## config.mk

```make
export PLATFORM = sky130hd
export DESIGN_NAME = descramble
export DESIGN_NICKNAME = d
export VERILOG_FILES = /design/src/rtl/descramble.sv
export SDC_FILE = /design/constraint.sdc
export NUM_CORES = 1
export LEC_CHECK = 0
export CAP_MARGIN = 20
export CORE_MARGIN = 5
export CORE_UTILIZATION = 30
export CTS_BUF_LIST = sky130_fd_sc_hd__clkbuf_2 sky130_fd_sc_hd__clkbuf_4 sky130_fd_sc_hd__clkbuf_8
export CTS_CLUSTER_DIAMETER = 200
export DETAILED_ROUTE_END_ITERATION = 12
export DONT_BUFFER_PORTS = 1
export GPL_TIMING_DRIVEN = 0
export PLACE_DENSITY = 0.44
export SLEW_MARGIN = 20
export SYNTH_ARGS = -nofsm -noshare
export SYNTH_HDL_FRONTEND = slang
export SYNTH_SLANG_ARGS = --single-unit
```

## constraint.sdc

```tcl
create_clock -name clk -period 4.25 [get_ports clk]
set_clock_uncertainty 0.2 [all_clocks]
set_input_delay 0.425 -clock clk [delete_from_list [all_inputs] [get_ports clk]]
set_output_delay 0.425 -clock clk [all_outputs]
set_load 0.005 [all_outputs]
```

## src/rtl/descramble.sv

```systemverilog
// rtl/descramble.sv - 100BASE-TX receive descrambler, 2 bits/cycle; optional idle timeout under DESCRAMBLE_TIMEOUT_EN
module descramble #(
    parameter int LOCK_BITS = 29
`ifdef DESCRAMBLE_TIMEOUT_EN
    ,
    parameter int IDLE_BITS = 29,
    parameter int TIMEOUT   = 90250
`endif
) (
    input  logic       clk,
    input  logic       rst_n,
    input  logic       signal_status,
    input  logic [1:0] nrz,
    input  logic [1:0] nrz_valid,
    output logic [1:0] data,
    output logic [1:0] data_valid,
    output logic       locked
);

`ifdef DESCRAMBLE_TIMEOUT_EN
    localparam int TW = $clog2(TIMEOUT + 1);
`endif

    logic [10:0] key_q, key_d;
    logic [7:0]  cnt_q, cnt_d;
    logic        locked_q, locked_d;
    logic [1:0]  data_q, data_d;
    logic [1:0]  dv_q, dv_d;

    logic [1:0]  nbits;
    logic [1:0]  nout;
    logic        lk;
    logic        s_bit;
    logic        p_bit;
    logic        d_bit;

`ifdef DESCRAMBLE_TIMEOUT_EN
    logic [7:0]    run_q, run_d;
    logic [TW-1:0] timer_q, timer_d;
    logic          restart;
    logic          expire;
`endif

    // Walk the (up to two) received bits oldest first; the second bit sees the first bit's updates
    always_comb begin
        key_d  = key_q;
        cnt_d  = cnt_q;
        lk     = locked_q;
        data_d = 2'b00;
        nout   = 2'd0;
        s_bit  = 1'b0;
        p_bit  = 1'b0;
        d_bit  = 1'b0;
        // A count of 3 is not legal from the decoder; handle it as a full pair
        nbits  = (nrz_valid == 2'd3) ? 2'd2 : nrz_valid;
`ifdef DESCRAMBLE_TIMEOUT_EN
        run_d   = run_q;
        restart = 1'b0;
        expire  = 1'b0;
        timer_d = '0;
`endif
        for (int i = 0; i < 2; i++) begin
            if (2'(i) < nbits) begin
                s_bit = nrz[1-i];
                p_bit = key_d[10] ^ key_d[8];
                if (!lk) begin
                    // Idle is all ones, so the inverted line bit is the scrambler key bit itself
                    key_d = {key_d[9:0], ~s_bit};
                    if (p_bit == ~s_bit) begin
                        if (cnt_d != 8'hFF) begin
                            cnt_d = cnt_d + 8'd1;
                        end
                    end else begin
                        cnt_d = 8'd0;
                    end
                    if (cnt_d == 8'(LOCK_BITS)) begin
                        lk = 1'b1;
                    end
                end else begin
                    key_d = {key_d[9:0], p_bit};
                    d_bit = s_bit ^ p_bit;
                    // First emitted bit always lands in data[1]
                    if (nout == 2'd0) begin
                        data_d[1] = d_bit;
                    end else begin
                        data_d[0] = d_bit;
                    end
                    nout = nout + 2'd1;
`ifdef DESCRAMBLE_TIMEOUT_EN
                    if (d_bit) begin
                        if (run_d != 8'(IDLE_BITS)) begin
                            run_d = run_d + 8'd1;
                        end
                    end else begin
                        run_d = 8'd0;
                    end
                    if (run_d == 8'(IDLE_BITS)) begin
                        restart = 1'b1;
                    end
`endif
                end
            end
        end
        dv_d     = nout;
        locked_d = lk;
`ifdef DESCRAMBLE_TIMEOUT_EN
        // Timer only advances over cycles that began locked; an idle run restarts it
        if (locked_q && !restart) begin
            timer_d = timer_q + TW'(1);
            expire  = (timer_q == TW'(TIMEOUT - 1));
        end
        if (expire) begin
            locked_d = 1'b0;
            cnt_d    = 8'd0;
            run_d    = 8'd0;
            timer_d  = '0;
            data_d   = 2'b00;
            dv_d     = 2'd0;
        end
        if (!locked_d) begin
            run_d   = 8'd0;
            timer_d = '0;
        end
`endif
        // Loss of signal wins over everything; the key is kept so reacquisition is quick
        if (!signal_status) begin
            key_d    = key_q;
            cnt_d    = 8'd0;
            locked_d = 1'b0;
            data_d   = 2'b00;
            dv_d     = 2'd0;
`ifdef DESCRAMBLE_TIMEOUT_EN
            run_d    = 8'd0;
            timer_d  = '0;
`endif
        end
    end

    // State and registered outputs
    always_ff @(posedge clk or negedge rst_n) begin
        if (!rst_n) begin
            key_q    <= '0;
            cnt_q    <= '0;
            locked_q <= 1'b0;
            data_q   <= 2'b00;
            dv_q     <= 2'd0;
`ifdef DESCRAMBLE_TIMEOUT_EN
            run_q    <= '0;
            timer_q  <= '0;
`endif
        end else begin
            key_q    <= key_d;
            cnt_q    <= cnt_d;
            locked_q <= locked_d;
            data_q   <= data_d;
            dv_q     <= dv_d;
`ifdef DESCRAMBLE_TIMEOUT_EN
            run_q    <= run_d;
            timer_q  <= timer_d;
`endif
        end
    end

    assign data       = data_q;
    assign data_valid = dv_q;
    assign locked     = locked_q;

endmodule

```

## After elaboration in Yosys (flattened, before gate mapping)

Index checks and enable logic that the tools add are counted.

- Flip-flop bits (word level): 24
- Bits of input ports: 7
- Output and inout bits: 5
- Word-level logic and storage cells: 61

- $add $sub $neg: 3
- Order comparisons: 2
- Equal/unequal tests: 7
- Multiplexer cells: 37
- Bitwise gates (word level): 6
- Reduce and logical (&&, ||, !) cells: 1

Operators by type and width:

| operator | count |
|---|---|
| $mux 8 | 13 |
| $mux 11 | 2 |
| $mux 2 | 9 |
| $add 8x1->8 const B | 2 |
| $eq 8x5->1 const B | 2 |
| $ne 8x8->1 const B | 2 |
| $mux 1 | 13 |
| $lt 1x2->1 const A | 2 |
| $xor 1x1->1 | 4 |
| $add 2x1->2 const B | 1 |
| $eq 1x1->1 | 2 |
| $eq 2x2->1 const B | 1 |
| $logic_not 2->1 | 1 |
| $not 1->1 | 2 |

## Logic depth before layout (Yosys ltp)

- Depth after elaboration: 17
- Gate-level depth with buffers: 12
- Depth with buffers taken out: 11

## Least setup slack after synthesis

OpenSTA, ideal clock, no wires.

- Kind: flip-flop to flip-flop
- From: register cnt_q[0]
- To: register cnt_q[0]
- Library setup time: 125 ps
- Arrival time: 2771 ps
- Required time: 3925 ps
- Setup slack: 1154 ps
- Cell stages (with the launch flop): 12
- Path buffers: 1
- Period minus slack after synthesis: 3096 ps
- Cell sequence: dfrtp_1 > ha_1 > and4_1 > clkbuf_1 > a211oi_1 > mux2_2 > ha_1 > o21ai_0 > a211o_2 > nor3_1 > nor2_1 > mux2_4

- Word-level cells in the longest chain between the ends: 15
- Elaborated cells between the ends (all ways): 21
- Those cells by class: 2 x add/sub; 3 x eq/ne; 16 x mux

Ends and longest elaborated chain:

| item | line | source |
|---|---|---|
| start, declared | 25 | `logic [7:0] cnt_q, cnt_d;` |
| start signal, assigned | 153 | `cnt_q <= cnt_d;` |
| $add 8x1->8 or $ne 8x8->1 (tied branches) | 71, 70 |  |
| $mux 8 | 70 | `if (cnt_d != 8'hFF) begin` |
| $mux 8 | 69 | `if (p_bit == ~s_bit) begin` |
| $mux 8 | 66 | `if (!lk) begin` |
| $mux 8 | 63 | `if (2'(i) < nbits) begin` |
| $mux 8 | 66 |  |
| $mux 8 | 63 |  |
| $add 8x1->8 or $ne 8x8->1 (tied branches) | 71, 70 |  |
| $mux 8 | 70 |  |
| $mux 8 | 69 |  |
| $mux 8 | 66 |  |
| $mux 8 | 63 |  |
| $mux 8 | 66 |  |
| $mux 8 * | 63 |  |
| $mux 8 * | 126 | `if (!signal_status) begin` |
| via cnt_d[0] | 25 |  |

Mark *: on every way through the listed nets, which the timed path passes. The rest lies on a longest branch. The select of a mux whose other input is x is not followed.
A chain may end at the register's enable or synchronous reset.

## Worst setup path after layout

- From: register cnt_q[0]
- To: register cnt_q[2]

The elaborated chain is that of the path after synthesis.

==> impl_metrics.env <==
export IMPL_outcome="completed"
export IMPL_drt_vias_per_instance=6.17
export IMPL_syn_nets=200
export IMPL_synth_most_common_cell="dfrtp_1"
export IMPL_final_min_period_over_clock_period_pct=84.8
export IMPL_rr_worst_depth=11
export IMPL_drt_wl_total_um=5000
export IMPL_vdd_drop_max_v=0.000138
export IMPL_setup_tns_ps=0
export IMPL_grt_pass1_wl_um=8250
export IMPL_clock_sinks=24
export IMPL_postPlaceCellArea_um2=1920
export IMPL_drt_iter0_markers=95
export IMPL_rsz0062_at_grt="false"
export IMPL_io_buffers=0
export IMPL_ant_nets=0
export IMPL_wire_per_inst_um=18.4
export IMPL_ios=12
export IMPL_finalNetCount=207
export IMPL_ys_top_cells_by_area="dfrtp_1 33%, a22o_1 9.6%, nor2_1 3.3%"
export IMPL_rrSetupSlack_ps=640
export IMPL_gp_congestion=0.795
export IMPL_coreArea_um2=5920
export IMPL_clock_latency_ps=270
export IMPL_grt_total_usage_pct=13.4
export IMPL_numCtsBuffers=3
export IMPL_yosys_warnings=0
export IMPL_syn_avg_cell_area_um2=9.54
export IMPL_setup_viol=0
export IMPL_dieArea_um2=7740
export IMPL_total_power_w=0.000673
export IMPL_synth_top_cell_area_share_pct=32.9
export IMPL_p_int_w=0.000465
export IMPL_ys_types=65
export IMPL_seq_area_frac_synth_pct=32.9
export IMPL_remaining_drc_errors=0
export IMPL_die_w_um=88.0
export IMPL_swShare_pct=30.9
export IMPL_endpoint_kind="flop"
export IMPL_cp_cell_sequence="ha_1 > and4_1 > clkbuf_1 > a211oi_1 > mux2_2 > ha_1 > o21ai_0 > a211o_2 > nor3_1 > nor2_1 > a221oi_1"
export IMPL_clk_pin_slew_ps=90
export IMPL_cp_common_cell="ha_1"
export IMPL_stdcell_area_um2=2020
export IMPL_power_density_nw_per_um2=334
export IMPL_crit_path_max_fanout=7
export IMPL_pwr_share_seq_pct=41.6
export IMPL_whs_endpoint="key_q[0]"
export IMPL_worstMarginPinSlew_ps=709
export IMPL_cts_root_buf="clkbuf_8"
export IMPL_power_frac_clock_pct=30.7
export IMPL_timing_rr_end="cnt_q[2]"
export IMPL_n_fill_cell=610
export IMPL_grt_overflow=0
export IMPL_synth_async_reset_ratio_pct=100
export IMPL_ys_flop_type="dfrtp_1"
export IMPL_p_leak_nw=0.762
export IMPL_maxSlewViolCount=0
export IMPL_cts_tree="yes"
export IMPL_cts_buffer_depth=2
export IMPL_hold_violations=0
export IMPL_maxCapViolCount=0
export IMPL_p_switching_w=0.000208
export IMPL_fp_dieH_um=88.0
export IMPL_syn_inst=191
export IMPL_syn_cell_area_um2=1820
export IMPL_worstPathRequired_ps=4200
export IMPL_whs_path_depth=2
export IMPL_syn_to_final_growth_pct=10.7
export IMPL_n_antenna_cell=0
export IMPL_critPathLaunchType="flop"
export IMPL_grt_max_degree=25
export IMPL_yosys_area_top_type="dfrtp_1"
export IMPL_first_global_vias=1635
export IMPL_whs_ps=169
export IMPL_dr_total_vias=1679
export IMPL_drtPass1Iterations=4
export IMPL_antenna_found_initial=0
export IMPL_rows=28
export IMPL_h_tree_depth=1
export IMPL_hp_start="nrz[0]"
export IMPL_synth_edf_count=0
export IMPL_hpwl_um=3730
export IMPL_holdCritPathClass="in2reg"
export IMPL_slowest_stage="dfrtp_1"
export IMPL_max_stage_delay_ps=450
export IMPL_worstSetupPathType="reg2reg"
export IMPL_postCtsSetupRepairBufs=0
export IMPL_synth_seq_cells=24
export IMPL_fmax_mhz=277
export IMPL_initial_utilization_pct=30.8
export IMPL_max_slew_margin_pct=52.4
export IMPL_min_period_ps=3610
export IMPL_synth_common_cells="24 x dfrtp_1, 20 x a22o_1, 16 x nor2_1"
export IMPL_drive_gt1_share_pct=15.2
export IMPL_p_comb_share_pct=27.8
export IMPL_arrival_ps=3560
export IMPL_r2r_start="cnt_q[0]"
-- critical path, delay by kind of cell, from the launching register on --
family | cells | cell delay [ps]
DFF | 1 | 450
buffers and inverters | 1 | 190
adders and majority gates | 2 | 480
muxes | 1 | 270
AOI/OAI and AO/OA | 4 | 1210
and+or+nand+nor | 3 | 690
-- registers in the layout, indices dropped and copies added, names as in the netlist --
register	cells
key_q	11
cnt_q	8
data_valid	2
data	2
locked	1
-- area by class of cell --
type,instances,area (um^2),share of cell area (%)
Clock buffer,3,41.3,2.05
Buffer,13,62.6,3.10
Sequential cell,24,601,29.8
Clock inverter,1,30.0,1.49
Tap cell,75,93.8,4.65
Inverter,3,11.3,0.558
Multi-Input combinational cell,151,1150,56.9
Timing Repair Buffer,2,30.0,1.49
-- cell families after synthesis --
| kind of cell | after synthesis | synth area share (%) |
|---|---|---|
| adders and majority gates | 2 | 1.37 |
| muxes | 4 | 2.61 |
| and+or+nand+nor | 59 | 17.6 |
| DFF | 24 | 32.9 |
| xor gates and xnor gates | 6 | 4.53 |
| buffers and inverters | 16 | 4.05 |
| AOI/OAI and AO/OA | 80 | 36.9 |
-- power groups by stage --
stage / Sequential, W / Combinational (W) / Clock, W
2_1_floorplan: 0.000276 / 0.000144 / 0
5_1_grt: 0.000283 / 0.000207 / 0.000221
4_1_cts: 0.000280 / 0.000188 / 0.000212
3_5_place_dp: 0.000284 / 0.000179 / 0
6_report: 0.000280 / 0.000187 / 0.000206
3_3_place_gp: 0.000283 / 0.000179 / 0
-- through the flow --
step | util (%) | std cells | setup WS (ps)
6_report | 34.1 | 272 | 644
2_1_floorplan | - | 191 | 1150
3_3_place_gp | 32.4 | 266 | 715
3_5_place_dp | 32.4 | 266 | 733
4_1_cts | 34.1 | 272 | 704
5_1_grt | 34.1 | 272 | 395
-- timing repair --
item | in CTS | in global routing
endpoints found under the hold margin | 24 | 0
resized for setup | 0 | 0
hold buffers | 2 | 0
-- how the worst max path moves through the flow --
| stage | from | end | slack, ps | cells past startpoint |
|---|---|---|---|---|
| 3_3_place_gp | cnt_q[0] | cnt_q[2] | 720 | 11 |
| 2_1_floorplan | cnt_q[0] | cnt_q[0] | 1150 | 11 |
| 3_5_place_dp | cnt_q[0] | cnt_q[2] | 730 | 11 |
| 6_report | cnt_q[0] | cnt_q[2] | 640 | 11 |
| 4_1_cts | cnt_q[0] | cnt_q[2] | 700 | 11 |
| 5_1_grt | cnt_q[0] | cnt_q[2] | 390 | 11 |
-- cell usage in the layout, fill, tap and decap left out, types with 2 or more instances in the layout --
cell type,count
dfrtp_1,24
a22o_1,20
nor2_1,16
nand2_1,11
o21ai_0,9
clkbuf_1,7
nor3_1,6
a211oi_1,5
a21oi_1,5
buf_2,4
a31oi_1,4
and3_1,3
nand3_1,3
a41oi_1,3
inv_1,3
xor2_1,3
a21boi_0,3
clkbuf_8,3
mux2_2,2
nor2_2,2
a311o_1,2
nor4_1,2
nand3b_1,2
nor2b_1,2
a311oi_1,2
nand4b_1,2
a221oi_1,2
o211ai_1,2
o32a_1,2
or4_1,2
a22o_2,2
ha_1,2
-- per-layer routing --
layer | track usage (%) | wire length [um] | up-vias
li1 | - | - | 783
met1 | 18.7 | 2420 | 867
met2 | 21.2 | 2300 | 25
met3 | 2.63 | 237 | 4
met4 | 3.35 | 36 | 0
met5 | 0 | 0 | -
Note: power is estimated with default switching activity, not from simulation.
==> RTL edit, RTL diff (config.mk and constraints unchanged) <==
Add a define of `DESCRAMBLE_TIMEOUT_EN`.
--- a/src/rtl/descramble.sv
+++ b/src/rtl/descramble.sv
@@ -1,4 +1,6 @@
 // rtl/descramble.sv - 100BASE-TX receive descrambler, 2 bits/cycle; optional idle timeout under DESCRAMBLE_TIMEOUT_EN
+`define DESCRAMBLE_TIMEOUT_EN
+
 module descramble #(
     parameter int LOCK_BITS = 29
 `ifdef DESCRAMBLE_TIMEOUT_EN
Behaviour: same outputs for any inputs over 10 cycles, from zero or initial values and one cycle with rst_n low; that may be too few to reach the edited logic, so the function may still have changed.
==> RTL edit against the original RTL <==
Sequential power increased by 85%; sequential cell count increased by 25; count of clock-buffer cells in the layout is 2 higher; critical endpoint is now timer_q[1]; highest routed layer unchanged; combinational power up 52%; design area up 110%; worst hold slack gained 0.048 ns; sequential share of layout area fell by 0.80 points; total power up 61%; wire length grew 110%; synthesized area rose by 110%; setup slack worse by 0.29 ns.
==> RTL edit: results (changes against the original RTL) <==
| Metric | Value |
|---|---|
| Number of global-route vias before repair | 3231 (+98%) |
| Clock latency on the worst-skew pair | 0.32 ns (+0.05 ns) |
| Largest net degree at the start of global routing | 50 (+100%) |
| Gp weighted congestion | 0.8682 (+9.3%) |
| Initial drt markers | 187 (+97%) |
| Antenna violations before repair | 0 (unchanged) |
| Status | finished, final reports clean |
| WHS | 0.2165 ns (+0.04795 ns) |
| Max VDD drop | 0.1575 mV (+15%) |
| DRT Pass-1 Iters | 5 (+1) |
| Met2 GRT Util | 22.36% (+1.1 points) |
| DP Worst Slack | 0.1679 ns (-0.5655 ns) |
| Detailed Route WL | 10340 um (+110%) |
| Cts bufs inserted | 5 (+2) |
| Syn nets | 448 (+120%) |
| H-tree levels | 2 (+1) |
| Post-Synth XOR/XNOR Area | 6.496% (+2.0 points) |
| Met1 wire length | 5084 um (+110%) |
| Synth Area per Inst | 8.897 um^2 (-6.8%) |
| Metal2 WL | 4723 um (+110%) |
| Post-synth cell types | 74 (+14%) |
| Seq/Total Area, Yosys | 31.83% (-1.1 points) |
| GR met1 Demand/Resource | 20.62% (+1.9 points) |
| Max stage delay on crit path | 0.55 ns (+0.10 ns) |
| R2R depth | 14 (+3) |
| Switching pwr | 0.3730 mW (+79%) |
| Power Clock | 0.282 mW (+37%) |
| Placed Cells incl. Taps | 605 (+130%) |
| Worst Hold Endpoint | cnt_q[2] |
| DP Area | 4068 um^2 (+110%) |
| Via Count | 3355 (+100%) |
| Leak | 1.555 nW (+100%) |
| WHS Path Cells | 3 (+1) |
| Critical Path End | timer_q[1] |
| Post-Synth Adder-Cell Area | 2.858% (+1.5 points) |
| Total GRT Usage | 14.32% (+0.92 points) |
| # nets final | 459 (+120%) |
| Met3 Resource Use GR | 2.470% (-0.16 points) |
| DR WL met3 | 416 um (+76%) |
| Top cells by area, synth | dfrtp_1 (32%), nor3_2 (4.7%), a22o_1 (4.3%) |
| CP max FO | 10 (+3) |
| Synth top cells by count | dfrtp_1 (49), nand2_1 (39), nor2_1 (33) |
| Worst slew pin tran | 0.8226 ns (+0.1131 ns) |
| Mux share of post-synthesis cell area | 1.137% (-1.5 points) |
| Share of layout cells above drive strength 1 | 15.73% (+0.50 points) |
| Post-route insts no fill | 617 (+130%) |
| Flop2flop setup slack | 0.35 ns (-0.29 ns) |
| Detailed Place HPWL | 7578 um (+100%) |
| Critical path startpoint | run_q[0] |
| Synth Area in Compound Gates | 22.73% (-14 points) |
| Clk pwr share | 26.0% (-4.7 points) |
| Top Registers | timer_q x17, key_q x11 |
==> RTL edit: changes by cell type in the layout (fill, tap and decap cells not counted), sizes merged, moves of 10 or more <==
cell / before / now
nand4: 1 / 12
a21oi: 5 / 25
nor3: 6 / 29
dfrtp: 24 / 49
nor4: 3 / 13
nand2: 11 / 39
xnor2: 1 / 11
o21ai: 11 / 22
nand3: 3 / 27
nor2: 18 / 34
==> RTL edit: critical path: cells and delay by family (launching register included) <==
| family | cells | cell delay [ns] |
|---|---|---|
| AND/OR/NAND/NOR | 6 | 1.31 |
| AO/OA/AOI/OAI | 4 | 0.97 |
| flip-flops | 1 | 0.55 |
| adder cells (fa/ha/maj) | 2 | 0.42 |
| buffers and inverters | 2 | 0.34 |
==> RTL edit: final cells by class <==
cell class,count,area (um^2)
Clock inverter,3,17.52
Multi-Input combinational cell,357,2520
Timing Repair Buffer,4,52.55
Fill cell,1356,8386
Tap cell,172,215.2
Clock buffer,5,68.82
Buffer,21,111.4
Inverter,6,22.52
Sequential cell,49,1226
